==> config.mk <==
export PLATFORM = sky130hd
export DESIGN_NAME = sram_uart_tx_dump
export DESIGN_NICKNAME = d
export VERILOG_FILES = /design/src/rtl/sram_uart_tx_dump_pkg.sv /design/src/rtl/uart_tx_byte.sv /design/src/rtl/sram_uart_tx_dump.sv
export SDC_FILE = /design/constraint.sdc
export NUM_CORES = 1
export LEC_CHECK = 0
export BUFFER_PORTS_ARGS = -buffer_cell sky130_fd_sc_hd__buf_2
export CAP_MARGIN = 5
export CORE_UTILIZATION = 50
export CTS_BUF_LIST = sky130_fd_sc_hd__clkbuf_2
export DETAILED_ROUTE_END_ITERATION = 12
export HOLD_SLACK_MARGIN = 0.05
export PLACE_DENSITY_LB_ADDON = 0.1
export REMOVE_ABC_BUFFERS = 1
export SYNTH_ARGS = -nofsm -noshare
export SYNTH_HDL_FRONTEND = slang
export SYNTH_HIERARCHICAL = 1
export SYNTH_SLANG_ARGS = --single-unit
export TNS_END_PERCENT = 20
==> constraint.sdc <==
create_clock -name Clock -period 2.2 [get_ports Clock]
set_input_delay 0.33 -clock Clock [delete_from_list [all_inputs] [get_ports Clock]]
set_output_delay 0.33 -clock Clock [all_outputs]
set_load 0.05 [all_outputs]
==> src/rtl/sram_uart_tx_dump_pkg.sv <==
// Shared state typedef and line-level constants for the SRAM-to-UART dump path.
// Optional feature macro: UART_TX_CHECKSUM_EN adds the S_TX_CHKSUM state.
package sram_uart_tx_dump_pkg;

  localparam int unsigned ADDR_W = 18;
  localparam int unsigned DATA_W = 16;
  localparam int unsigned BYTE_W = 8;

  localparam logic UART_IDLE = 1'b1;
  localparam logic START_BIT = 1'b0;
  localparam logic STOP_BIT  = 1'b1;

  typedef enum logic [2:0] {
    S_TX_IDLE,
    S_TX_RD_ADDR,
    S_TX_RD_WAIT,
    S_TX_SEND_HI,
    S_TX_SEND_LO,
`ifdef UART_TX_CHECKSUM_EN
    S_TX_CHKSUM,
`endif
    S_TX_DONE
  } tx_state_type;

endpackage

==> src/rtl/uart_tx_byte.sv <==
// 8N1 byte serializer: owns the baud counter and bit index.
// Ready is high during the last cycle of the stop bit; a Load in that cycle
// starts the next start bit with no idle gap.
module uart_tx_byte
  import sram_uart_tx_dump_pkg::*;
#(
  parameter int unsigned CLKS_PER_BIT = 434
) (
  input  logic              Clock,
  input  logic              Reset,
  input  logic              Load,
  input  logic [BYTE_W-1:0] Data,
  output logic              Tx,
  output logic              Ready
);

  localparam int unsigned CNT_W    = (CLKS_PER_BIT > 1) ? $clog2(CLKS_PER_BIT) : 1;
  localparam int unsigned LAST_BIT = 9;

  logic              r_active;
  logic [CNT_W-1:0]  r_cnt;
  logic [3:0]        r_bit;
  logic [BYTE_W-1:0] r_shift;
  logic              r_tx;
  logic              r_ready;

  logic              w_bit_end;
  logic              w_accept;
  logic              w_nxt_active;
  logic [CNT_W-1:0]  w_nxt_cnt;
  logic [3:0]        w_nxt_bit;

  // Next baud-counter / bit-index state
  always_comb begin
    w_bit_end    = r_active && (r_cnt == CNT_W'(CLKS_PER_BIT - 1));
    w_accept     = Load && (!r_active || r_ready);
    w_nxt_active = r_active;
    w_nxt_cnt    = r_cnt;
    w_nxt_bit    = r_bit;
    if (w_accept) begin
      w_nxt_active = 1'b1;
      w_nxt_cnt    = '0;
      w_nxt_bit    = '0;
    end else if (w_bit_end) begin
      w_nxt_cnt = '0;
      if (r_bit == 4'(LAST_BIT)) begin
        w_nxt_active = 1'b0;
      end else begin
        w_nxt_bit = r_bit + 4'd1;
      end
    end else if (r_active) begin
      w_nxt_cnt = r_cnt + CNT_W'(1);
    end
  end

  // Line register, shift register and look-ahead Ready flag
  always_ff @(posedge Clock) begin
    if (Reset) begin
      r_active <= 1'b0;
      r_cnt    <= '0;
      r_bit    <= '0;
      r_shift  <= '0;
      r_tx     <= UART_IDLE;
      r_ready  <= 1'b0;
    end else begin
      r_active <= w_nxt_active;
      r_cnt    <= w_nxt_cnt;
      r_bit    <= w_nxt_bit;
      r_ready  <= w_nxt_active && (w_nxt_bit == 4'(LAST_BIT)) &&
                  (w_nxt_cnt == CNT_W'(CLKS_PER_BIT - 1));
      if (w_accept) begin
        r_shift <= Data;
        r_tx    <= START_BIT;
      end else if (w_bit_end) begin
        if (r_bit == 4'(LAST_BIT)) begin
          r_tx <= UART_IDLE;
        end else if (r_bit == 4'(LAST_BIT - 1)) begin
          r_tx <= STOP_BIT;
        end else begin
          r_tx    <= r_shift[0];
          r_shift <= {1'b0, r_shift[BYTE_W-1:1]};
        end
      end
    end
  end

  assign Tx    = r_tx;
  assign Ready = r_ready;

endmodule

==> src/rtl/sram_uart_tx_dump.sv <==
// Dumps Word_count 16-bit SRAM words starting at Base_address out of the UART,
// high byte first. Optional macro UART_TX_CHECKSUM_EN appends an 8-bit sum byte.
module sram_uart_tx_dump
  import sram_uart_tx_dump_pkg::*;
#(
  parameter int unsigned CLKS_PER_BIT = 434,
  parameter int unsigned SRAM_RD_LAT  = 2
) (
  input  logic              Clock,
  input  logic              Reset,
  input  logic              Start,
  input  logic [ADDR_W-1:0] Base_address,
  input  logic [ADDR_W-1:0] Word_count,
  input  logic [DATA_W-1:0] SRAM_read_data,
  output logic [ADDR_W-1:0] SRAM_address,
  output logic              SRAM_we_n,
  output logic              UART_TX_O,
  output logic              Busy,
  output logic              Done
);

  localparam int unsigned WAIT_W = (SRAM_RD_LAT > 1) ? $clog2(SRAM_RD_LAT) : 1;

  tx_state_type      r_state;
  logic              r_busy;
  logic              r_done;
  logic [ADDR_W-1:0] r_sram_address;
  logic [ADDR_W-1:0] r_remaining;
  logic [WAIT_W-1:0] r_wait;
  logic [DATA_W-1:0] r_word;
  logic              r_hi_loaded;
`ifdef UART_TX_CHECKSUM_EN
  logic [BYTE_W-1:0] r_sum;
  logic              w_load_chk;
`endif

  logic              w_load;
  logic [BYTE_W-1:0] w_tx_data;
  logic              w_ready;
  logic              w_tx;
  logic              w_start_ok;

  // A Start coinciding with the Done pulse is dropped
  assign w_start_ok = Start && !r_done;

  // Byte load strobe and data into the serializer
  always_comb begin
    w_load    = 1'b0;
    w_tx_data = '0;
`ifdef UART_TX_CHECKSUM_EN
    w_load_chk = 1'b0;
`endif
    case (r_state)
      S_TX_SEND_HI: begin
        if (!r_hi_loaded) begin
          w_load    = 1'b1;
          w_tx_data = r_word[15:8];
        end else if (w_ready) begin
          w_load    = 1'b1;
          w_tx_data = r_word[7:0];
        end
      end
`ifdef UART_TX_CHECKSUM_EN
      S_TX_IDLE: begin
        if (w_start_ok && (Word_count == '0)) begin
          w_load     = 1'b1;
          w_load_chk = 1'b1;
        end
      end
      S_TX_SEND_LO: begin
        if (w_ready && (r_remaining == ADDR_W'(1))) begin
          w_load     = 1'b1;
          w_load_chk = 1'b1;
          w_tx_data  = r_sum;
        end
      end
`endif
      default: ;
    endcase
  end

  // Dump sequencer: SRAM read, two bytes per word, completion pulse
  always_ff @(posedge Clock) begin
    if (Reset) begin
      r_state        <= S_TX_IDLE;
      r_busy         <= 1'b0;
      r_done         <= 1'b0;
      r_sram_address <= '0;
      r_remaining    <= '0;
      r_wait         <= '0;
      r_word         <= '0;
      r_hi_loaded    <= 1'b0;
`ifdef UART_TX_CHECKSUM_EN
      r_sum          <= '0;
`endif
    end else begin
      r_done <= 1'b0;
      case (r_state)
        S_TX_IDLE: begin
          if (w_start_ok) begin
            r_busy         <= 1'b1;
            r_sram_address <= Base_address;
            r_remaining    <= Word_count;
`ifdef UART_TX_CHECKSUM_EN
            r_sum          <= '0;
            r_state        <= (Word_count == '0) ? S_TX_CHKSUM : S_TX_RD_ADDR;
`else
            r_state        <= (Word_count == '0) ? S_TX_DONE : S_TX_RD_ADDR;
`endif
          end
        end
        S_TX_RD_ADDR: begin
          r_wait  <= '0;
          r_state <= S_TX_RD_WAIT;
        end
        S_TX_RD_WAIT: begin
          if (r_wait == WAIT_W'(SRAM_RD_LAT - 1)) begin
            r_word      <= SRAM_read_data;
            r_hi_loaded <= 1'b0;
            r_state     <= S_TX_SEND_HI;
          end else begin
            r_wait <= r_wait + WAIT_W'(1);
          end
        end
        S_TX_SEND_HI: begin
          if (!r_hi_loaded) begin
            r_hi_loaded <= 1'b1;
          end else if (w_ready) begin
            r_state <= S_TX_SEND_LO;
          end
        end
        S_TX_SEND_LO: begin
          if (w_ready) begin
            r_remaining <= r_remaining - ADDR_W'(1);
            if (r_remaining != ADDR_W'(1)) begin
              r_sram_address <= r_sram_address + ADDR_W'(1);
              r_state        <= S_TX_RD_ADDR;
            end else begin
`ifdef UART_TX_CHECKSUM_EN
              r_state <= S_TX_CHKSUM;
`else
              r_state <= S_TX_DONE;
`endif
            end
          end
        end
`ifdef UART_TX_CHECKSUM_EN
        S_TX_CHKSUM: begin
          if (w_ready) r_state <= S_TX_DONE;
        end
`endif
        S_TX_DONE: begin
          r_done  <= 1'b1;
          r_busy  <= 1'b0;
          r_state <= S_TX_IDLE;
        end
        default: r_state <= S_TX_IDLE;
      endcase
`ifdef UART_TX_CHECKSUM_EN
      if (w_load && !w_load_chk) r_sum <= r_sum + w_tx_data;
`endif
    end
  end

  uart_tx_byte #(
    .CLKS_PER_BIT(CLKS_PER_BIT)
  ) u_tx_byte (
    .Clock (Clock),
    .Reset (Reset),
    .Load  (w_load),
    .Data  (w_tx_data),
    .Tx    (w_tx),
    .Ready (w_ready)
  );

  assign SRAM_address = r_sram_address;
  assign SRAM_we_n    = 1'b1;
  assign UART_TX_O    = w_tx;
  assign Busy         = r_busy;
  assign Done         = r_done;

endmodule

After elaboration in Yosys (flattened, before gate mapping)
Cells that the tools add are included.
{"block": "word_totals", "reg_bits": 83, "latch_bits": 0, "ram_bits": 0, "mem_bits_ro": 0, "inputBits": 55, "out_inout_bits": 22, "elab_cells": 105, "memories": 0}
{"block": "classes", "n_addsub": 5, "mul": 0, "div": 0, "order_cmp": 0, "n_eq_ne": 19, "shifts": 0, "muxes": 45, "bitwise": 0, "reduce_logical": 22}
{"cell": "2-to-1 mux 18 bit", "n": 5}
{"cell": "case mux 18 bit (2 select lines)", "n": 2}
{"cell": "2-to-1 mux 8 bit", "n": 7}
{"cell": "2-to-1 mux 9 bit", "n": 3}
{"cell": "2-to-1 mux 3 bit", "n": 7}
{"cell": "adder 18 x 1 -> 18 bit, second input constant", "n": 1}
{"cell": "== test 9 bit, second input constant", "n": 2}
{"cell": "zero test 18 bit", "n": 1}
{"cell": "inequality test 18 x 1 -> 1 bit, second input constant", "n": 1}
{"cell": "subtractor 18 x 1 -> 18 bit, second input constant", "n": 1}
{"cell": "case mux 3 bit (5 select lines)", "n": 1}
{"cell": "2-to-1 mux 1 bit", "n": 14}
{"cell": "== test 4 bit, second input constant", "n": 3}
{"cell": "2-to-1 mux 4 bit", "n": 3}
{"cell": "nonzero test 2 bit", "n": 5}
{"cell": "adder 9 x 1 -> 9 bit, second input constant", "n": 1}
{"cell": "inequality test 2 x 1 -> 1 bit, second input constant", "n": 4}
{"cell": "inequality test 2 bit, second input constant", "n": 4}
{"cell": "== test 3 x 2 -> 1 bit, second input constant", "n": 2}
{"cell": "== test 3 bit, second input constant", "n": 2}
{"cell": "case mux 1 bit (2 select lines)", "n": 3}
{"cell": "AND reduction 2 bit", "n": 3}
{"cell": "AND reduction 3 bit", "n": 2}
{"cell": "logical AND 1 bit", "n": 5}
{"cell": "other kinds (8)", "n": 9}

Longest topological paths before layout
{"block": "logic_depth", "ltp_word": 8, "ltp_mapped": 8, "depth_no_buf": 7}

Modules after synthesis
Netlist, hierarchy kept.
{"mod": "sram_uart_tx_dump", "instances": 1, "cells_each": 473, "area_per_inst_um2": 3467.1, "seq_area_each_um2": 1181.1}
{"mod": "uart_tx_byte", "instances": 1, "cells_each": 151, "area_per_inst_um2": 1291.2, "seq_area_each_um2": 480.5}

Least setup slack after synthesis
Ideal clock, no wire load.
{"block": "synth_timing", "kind": "register -> register", "from": "register r_sram_address[7] (netlist: SRAM_address[7])", "to": "register r_sram_address[13] (netlist: SRAM_address[13])", "setup_ps": 79, "arrival_ps": 2003, "required_ps": 2121, "setup_slack_ps": 117, "stages_incl_launch_ff": 7, "path_buffers": 1, "period_less_slack_ps": 2083, "cell_sequence": "dfxtp_1 > clkbuf_2 > nand4_1 > nor3_1 > a31o_2 > a21oi_1 > a211oi_2"}
{"block": "synth_via", "elab_chain_len": 4}
{"item": "start, declared", "line": "sram_uart_tx_dump.sv:27", "text": "logic [ADDR_W-1:0] r_sram_address;"}
{"item": "start signal, assigned", "line": "sram_uart_tx_dump.sv:102", "text": "r_sram_address <= Base_address;"}
{"item": "start signal, assigned", "line": "sram_uart_tx_dump.sv:136", "text": "r_sram_address <= r_sram_address + ADDR_W'(1);"}
{"item": "adder 18 x 1 -> 18 bit", "line": "sram_uart_tx_dump.sv:136"}
{"item": "2-to-1 mux 18 bit", "line": "sram_uart_tx_dump.sv:135", "text": "if (r_remaining != ADDR_W'(1)) begin"}
{"item": "2-to-1 mux 18 bit", "line": "sram_uart_tx_dump.sv:133", "text": "if (w_ready) begin"}
{"item": "case mux 18 bit (2 select lines)", "line": "sram_uart_tx_dump.sv:98", "text": "case (r_state)"}
No other way between the ends. The select of a mux whose other input is x is not followed.
A chain may end at the register's enable or synchronous reset.

Worst setup path in the final report
{"block": "layout_timing", "from": "register r_remaining[1]", "to": "register r_remaining[10]"}
{"block": "layout_via", "elab_chain_len": 3}
{"item": "start, declared", "line": "sram_uart_tx_dump.sv:28", "text": "logic [ADDR_W-1:0] r_remaining;"}
{"item": "start signal, assigned", "line": "sram_uart_tx_dump.sv:103", "text": "r_remaining <= Word_count;"}
{"item": "start signal, assigned", "line": "sram_uart_tx_dump.sv:134", "text": "r_remaining <= r_remaining - ADDR_W'(1);"}
{"item": "subtractor 18 x 1 -> 18 bit", "line": "sram_uart_tx_dump.sv:134"}
{"item": "2-to-1 mux 18 bit", "line": "sram_uart_tx_dump.sv:133"}
{"item": "case mux 18 bit (2 select lines)", "line": "sram_uart_tx_dump.sv:98"}
No other way between the ends. The select of a mux whose other input is x is not followed.

==> metrics.txt <==
# TYPE chip_impl_metric gauge
chip_impl_info{name="run_status",value="completed"} 1
chip_impl_metric{name="postSynth.asyncResetShare",unit="%"} 0
chip_impl_info{name="worst_setup_path_end_kind",value="register"} 1
chip_impl_metric{name="post_drt_antenna_nets",unit=""} 0
chip_impl_info{name="worst_setup_path_startpoint",value="r_remaining[1]$_SDFFE_PP0P_"} 1
chip_impl_metric{name="synth_enable_flop_cells",unit=""} 0
chip_impl_metric{name="critical_path_required",unit="ns"} 2.67
chip_impl_metric{name="design.final.nets",unit=""} 781
chip_impl_info{name="regToRegEndpoint",value="r_remaining[10]$_SDFFE_PP0P_"} 1
chip_impl_metric{name="design.core.area",unit="sq um"} 9240
chip_impl_info{name="critical_path.cell_chain",value="inv_1 -> ha_2 -> or4b_4 -> or3_1 -> a21oi_1 -> nor2_1 -> a211oi_2"} 1
chip_impl_metric{name="fin_worst_hold_slack",unit="ns"} 0.0827
chip_impl_metric{name="syn_area_per_cell",unit="sq um"} 7.63
chip_impl_metric{name="final.setup_skew",unit="ns"} 0.0288
chip_impl_metric{name="worst_slack",unit="ns"} 0.0498
chip_impl_metric{name="final_cell_count_no_fill",unit=""} 852
chip_impl_metric{name="clock.fmax",unit="MHz"} 465
chip_impl_metric{name="insertion_delay",unit="ns"} 0.55
chip_impl_metric{name="vias_per_cell",unit=""} 5.68
chip_impl_metric{name="number_of_antenna_violations_at_the_first_check_in_global_routing",unit=""} 0
chip_impl_info{name="critPathSlowestCell",value="or4b_4"} 1
chip_impl_metric{name="ys_ff_latch",unit=""} 83
chip_impl_metric{name="core.rowCount",unit=""} 35
chip_impl_metric{name="clock_path_buffers",unit=""} 2
chip_impl_metric{name="ir_drop",unit="mV"} 0.486
chip_impl_info{name="cts_tree",value="yes"} 1
chip_impl_metric{name="post-cts-setup-buffer-count",unit=""} 0
chip_impl_metric{name="clkSlewWorstSetupHoldPaths",unit="ns"} 0.27
chip_impl_metric{name="number_of_cells_in_the_design_after_placement",unit=""} 813
chip_impl_metric{name="htree_levels",unit=""} 3
chip_impl_metric{name="track_usage",unit="%"} 25.3
chip_impl_metric{name="post_route_cells_drive_above_1_share",unit="%"} 23.1
chip_impl_metric{name="ys.warnings.count",unit=""} 6
chip_impl_metric{name="timing.critical_path.depth",unit=""} 7
chip_impl_metric{name="gr-usage-met2",unit="%"} 40.2
chip_impl_metric{name="initial_core_utilization",unit="%"} 51.5
chip_impl_metric{name="yosys.cell_types.count",unit=""} 72
chip_impl_info{name="netlist_top_cells_area",value="dfxtp_1, a21oi_1, nand2_1"} 1
chip_impl_info{name="cp-start-kind",value="register"} 1
chip_impl_metric{name="cts_buffers",unit=""} 9
chip_impl_metric{name="maxCapViolations",unit=""} 0
chip_impl_metric{name="pin_count_of_the_biggest_net_entering_global_routing",unit=""} 74
chip_impl_info{name="post-synth-top-area-cell",value="dfxtp_1"} 1
chip_impl_metric{name="maxSlewViolCount",unit=""} 0
chip_impl_metric{name="tightest_slew",unit="ns"} 0.635
chip_impl_metric{name="synth_top_cell_area_share",unit="%"} 34.9
chip_impl_metric{name="timing.reg2reg.worst_path_depth",unit=""} 7
chip_impl_info{name="timing.rr.start",value="r_remaining[1]$_SDFFE_PP0P_"} 1
chip_impl_metric{name="crit_path_max_cell_delay",unit="ns"} 0.52
chip_impl_info{name="synthTopCellsByCount",value="dfxtp_1, nand2_1, a21oi_1, nor2_1, clkbuf_1"} 1
chip_impl_metric{name="initialDrtViolationCount",unit=""} 259
chip_impl_metric{name="synth.yosys.seq_area_share",unit="%"} 34.9
chip_impl_metric{name="netlist_area",unit="sq um"} 4760
chip_impl_info{name="clk_root_buffer_cell",value="clkbuf_2"} 1
chip_impl_metric{name="pin_count",unit=""} 77
chip_impl_metric{name="drt_drc_violations_left",unit=""} 0
chip_impl_metric{name="power_density_over_the_cells",unit="nW/um^2"} 861
chip_impl_metric{name="fp.dieH",unit="um"} 99.6
chip_impl_metric{name="report.final.setup_viol",unit=""} 0
chip_impl_metric{name="pre_cts_ws",unit="ns"} 0.0630
chip_impl_metric{name="met3_usage",unit="%"} 4.08
chip_impl_metric{name="place.port_buffers",unit=""} 75
chip_impl_metric{name="routed_wire_length_per_instance",unit="um"} 14.1
chip_impl_metric{name="via_count_of_the_first_global_routing_pass",unit=""} 4477
chip_impl_metric{name="period_minus_slack",unit="ns"} 2.15
chip_impl_metric{name="firstDrtPassIters",unit=""} 5
chip_impl_info{name="timing.setup.critical_path_class",value="register to register"} 1
chip_impl_metric{name="place.detailed.hpwl",unit="um"} 8090
chip_impl_metric{name="routed_wl",unit="um"} 12000
chip_impl_metric{name="fill_cell_instance_count_of_the_final_layout",unit=""} 846
chip_impl_info{name="global_route.peak_usage_layer",value="met2"} 1
chip_impl_metric{name="design.die.area",unit="sq um"} 9910
chip_impl_info{name="synthFlopType",value="dfxtp_1"} 1
chip_impl_metric{name="via_count",unit=""} 4836
chip_impl_info{name="critical_path.top_delay_family",value="simple AND/OR/NAND/NOR gates"} 1
chip_impl_metric{name="post-route-util",unit="%"} 62.3
chip_impl_metric{name="finalWeightedCongestion",unit=""} 0.893
chip_impl_metric{name="timing.final.crit_share",unit="%"} 97.7
chip_impl_info{name="cp-endpoint",value="r_remaining[10]$_SDFFE_PP0P_"} 1
chip_impl_metric{name="syn_to_final_growth",unit="%"} 21.0
chip_impl_metric{name="relSlewSlack",unit="%"} 57.7
chip_impl_info{name="grt_setup_unrepaired",value="true"} 1
chip_impl_metric{name="synth_cells",unit=""} 624
chip_impl_metric{name="clkSinkCount",unit=""} 83
chip_impl_metric{name="total_leakage_power",unit="nW"} 2.15
chip_impl_info{name="min-delay-path-class",value="input pin to register"} 1
chip_impl_metric{name="worst-path-buf-inv",unit=""} 1
chip_impl_metric{name="globalRouteMet1Util",unit="%"} 34.2
chip_impl_metric{name="r2r_slack",unit="ns"} 0.05
chip_impl_metric{name="worstPathMaxFanout",unit=""} 5
chip_impl_metric{name="arrival",unit="ns"} 2.62
chip_impl_metric{name="die_w",unit="um"} 99.6
chip_impl_metric{name="insertedDiodeCount",unit=""} 0
chip_impl_metric{name="grt_first_pass_wirelength",unit="um"} 20500
chip_impl_metric{name="grt.overflow.total",unit=""} 0
chip_impl_metric{name="report.final.hold_viol_count",unit=""} 0
-- per-stage QoR --
stage	total power [mW]	instance area (sq um)	setup TNS, ns
after floorplan	3.33	4540	-2.66
after global placement	4.00	5340	0
after detailed placement	4.04	5340	0
after CTS	4.88	5690	0
after global routing	5.30	5760	-0.0925
final	4.95	5760	0
-- kinds of logic (layout without fill, tap and decap cells) --
logic type / count (synthesis) / after routing / share of synthesized area, %
buffers and inverters: 57 / 156 / 5.57
multiplexers: 9 / 9 / 1.89
AO/OA/AOI/OAI: 184 / 184 / 24.9
other: 1 / 1 / 0.0788
XOR/XNOR: 12 / 12 / 2.21
adder cells (fa/ha/maj): 8 / 8 / 2.10
AND/OR/NAND/NOR: 270 / 270 / 28.3
flip-flops: 83 / 83 / 34.9
-- per-layer routing --
metal  vias to the layer above  share of wire [%]
li1                       2433                  -
met2                       129                 46
met5                         -                  0
met1                      2252                 47
met3                        22                5.0
met4                         0                2.1
-- cell usage in the layout (no fill, tap or decap), types with 6 or more instances in the layout --
master / instances
a211oi_1: 14
a21oi_1: 73
a31oi_1: 7
and3_1: 6
buf_2: 75
buf_4: 27
clkbuf_2: 9
dfxtp_1: 77
dlygate4sd3_1: 23
ha_1: 6
inv_1: 12
mux2i_1: 9
nand2_1: 83
nand2b_1: 15
nand3_1: 30
nand4_1: 11
nor2_1: 57
nor2b_1: 7
nor3_1: 15
nor4_1: 7
o21ai_0: 31
o21ai_2: 6
xnor2_1: 7
-- flip-flops by register name (all words and copies together) (netlist names) --
register	count
SRAM_address	18
r_remaining	18
r_word	16
u_tx_byte/r_cnt	9
u_tx_byte/r_shift	8
u_tx_byte/r_bit	4
r_state	3
Busy	1
Done	1
r_hi_loaded	1
r_wait	1
u_tx_byte/Ready	1
u_tx_byte/Tx	1
u_tx_byte/r_active	1
-- worst min path at each step --
stage                                 from  slack (ns)                            end  cells after the start
CTS                       Base_address[15]        0.05  SRAM_address[15]$_SDFFE_PP0P_                      4
global route                Word_count[17]        0.06   r_remaining[17]$_SDFFE_PP0P_                      3
finish                     Base_address[4]        0.08   SRAM_address[4]$_SDFFE_PP0P_                      3
floorplan                            Reset        0.39   SRAM_address[2]$_SDFFE_PP0P_                      1
detailed placement  r_word[9]$_SDFFE_PP0P_        0.45         r_word[9]$_SDFFE_PP0P_                      2
global placement    r_word[1]$_SDFFE_PP0P_        0.44         r_word[1]$_SDFFE_PP0P_                      2
-- report_power, final --
part	switching [mW]	leakage, nW	total, mW	internal [mW]
Clock	0.609	0.0653	0.790	0.181
Sequential	0.270	0.680	2.02	1.75
Combinational	1.31	1.41	2.14	0.836
-- cell type report --
| type | count | area (sq um) | share of cell area, % |
|---|---|---|---|
| clock buffers | 9 | 45.0 | 0.783 |
| clock inverters | 7 | 71.3 | 1.24 |
| inverters | 12 | 45.0 | 0.783 |
| multi-input cells | 484 | 2890 | 50.3 |
| flip-flops and latches | 83 | 1670 | 29.0 |
| well taps | 129 | 161 | 2.80 |
| repair buffers | 128 | 868 | 15.1 |
-- timing repair --
action	CTS	global route
hold endpoints to repair	23	0
hold buffers	23	0
endpoints found under the setup margin	1	9
gates resized for setup	2	17
pin swaps	0	1
-- tightest hold or removal path, delay by kind of cell --
family	cells	cell delay [ns]
AOI/OAI and AO/OA	1	0.05
and+or+nand+nor	1	0.15
buffers and inverters	1	0.07
No activity file was read; power rests on OpenSTA's default activity.
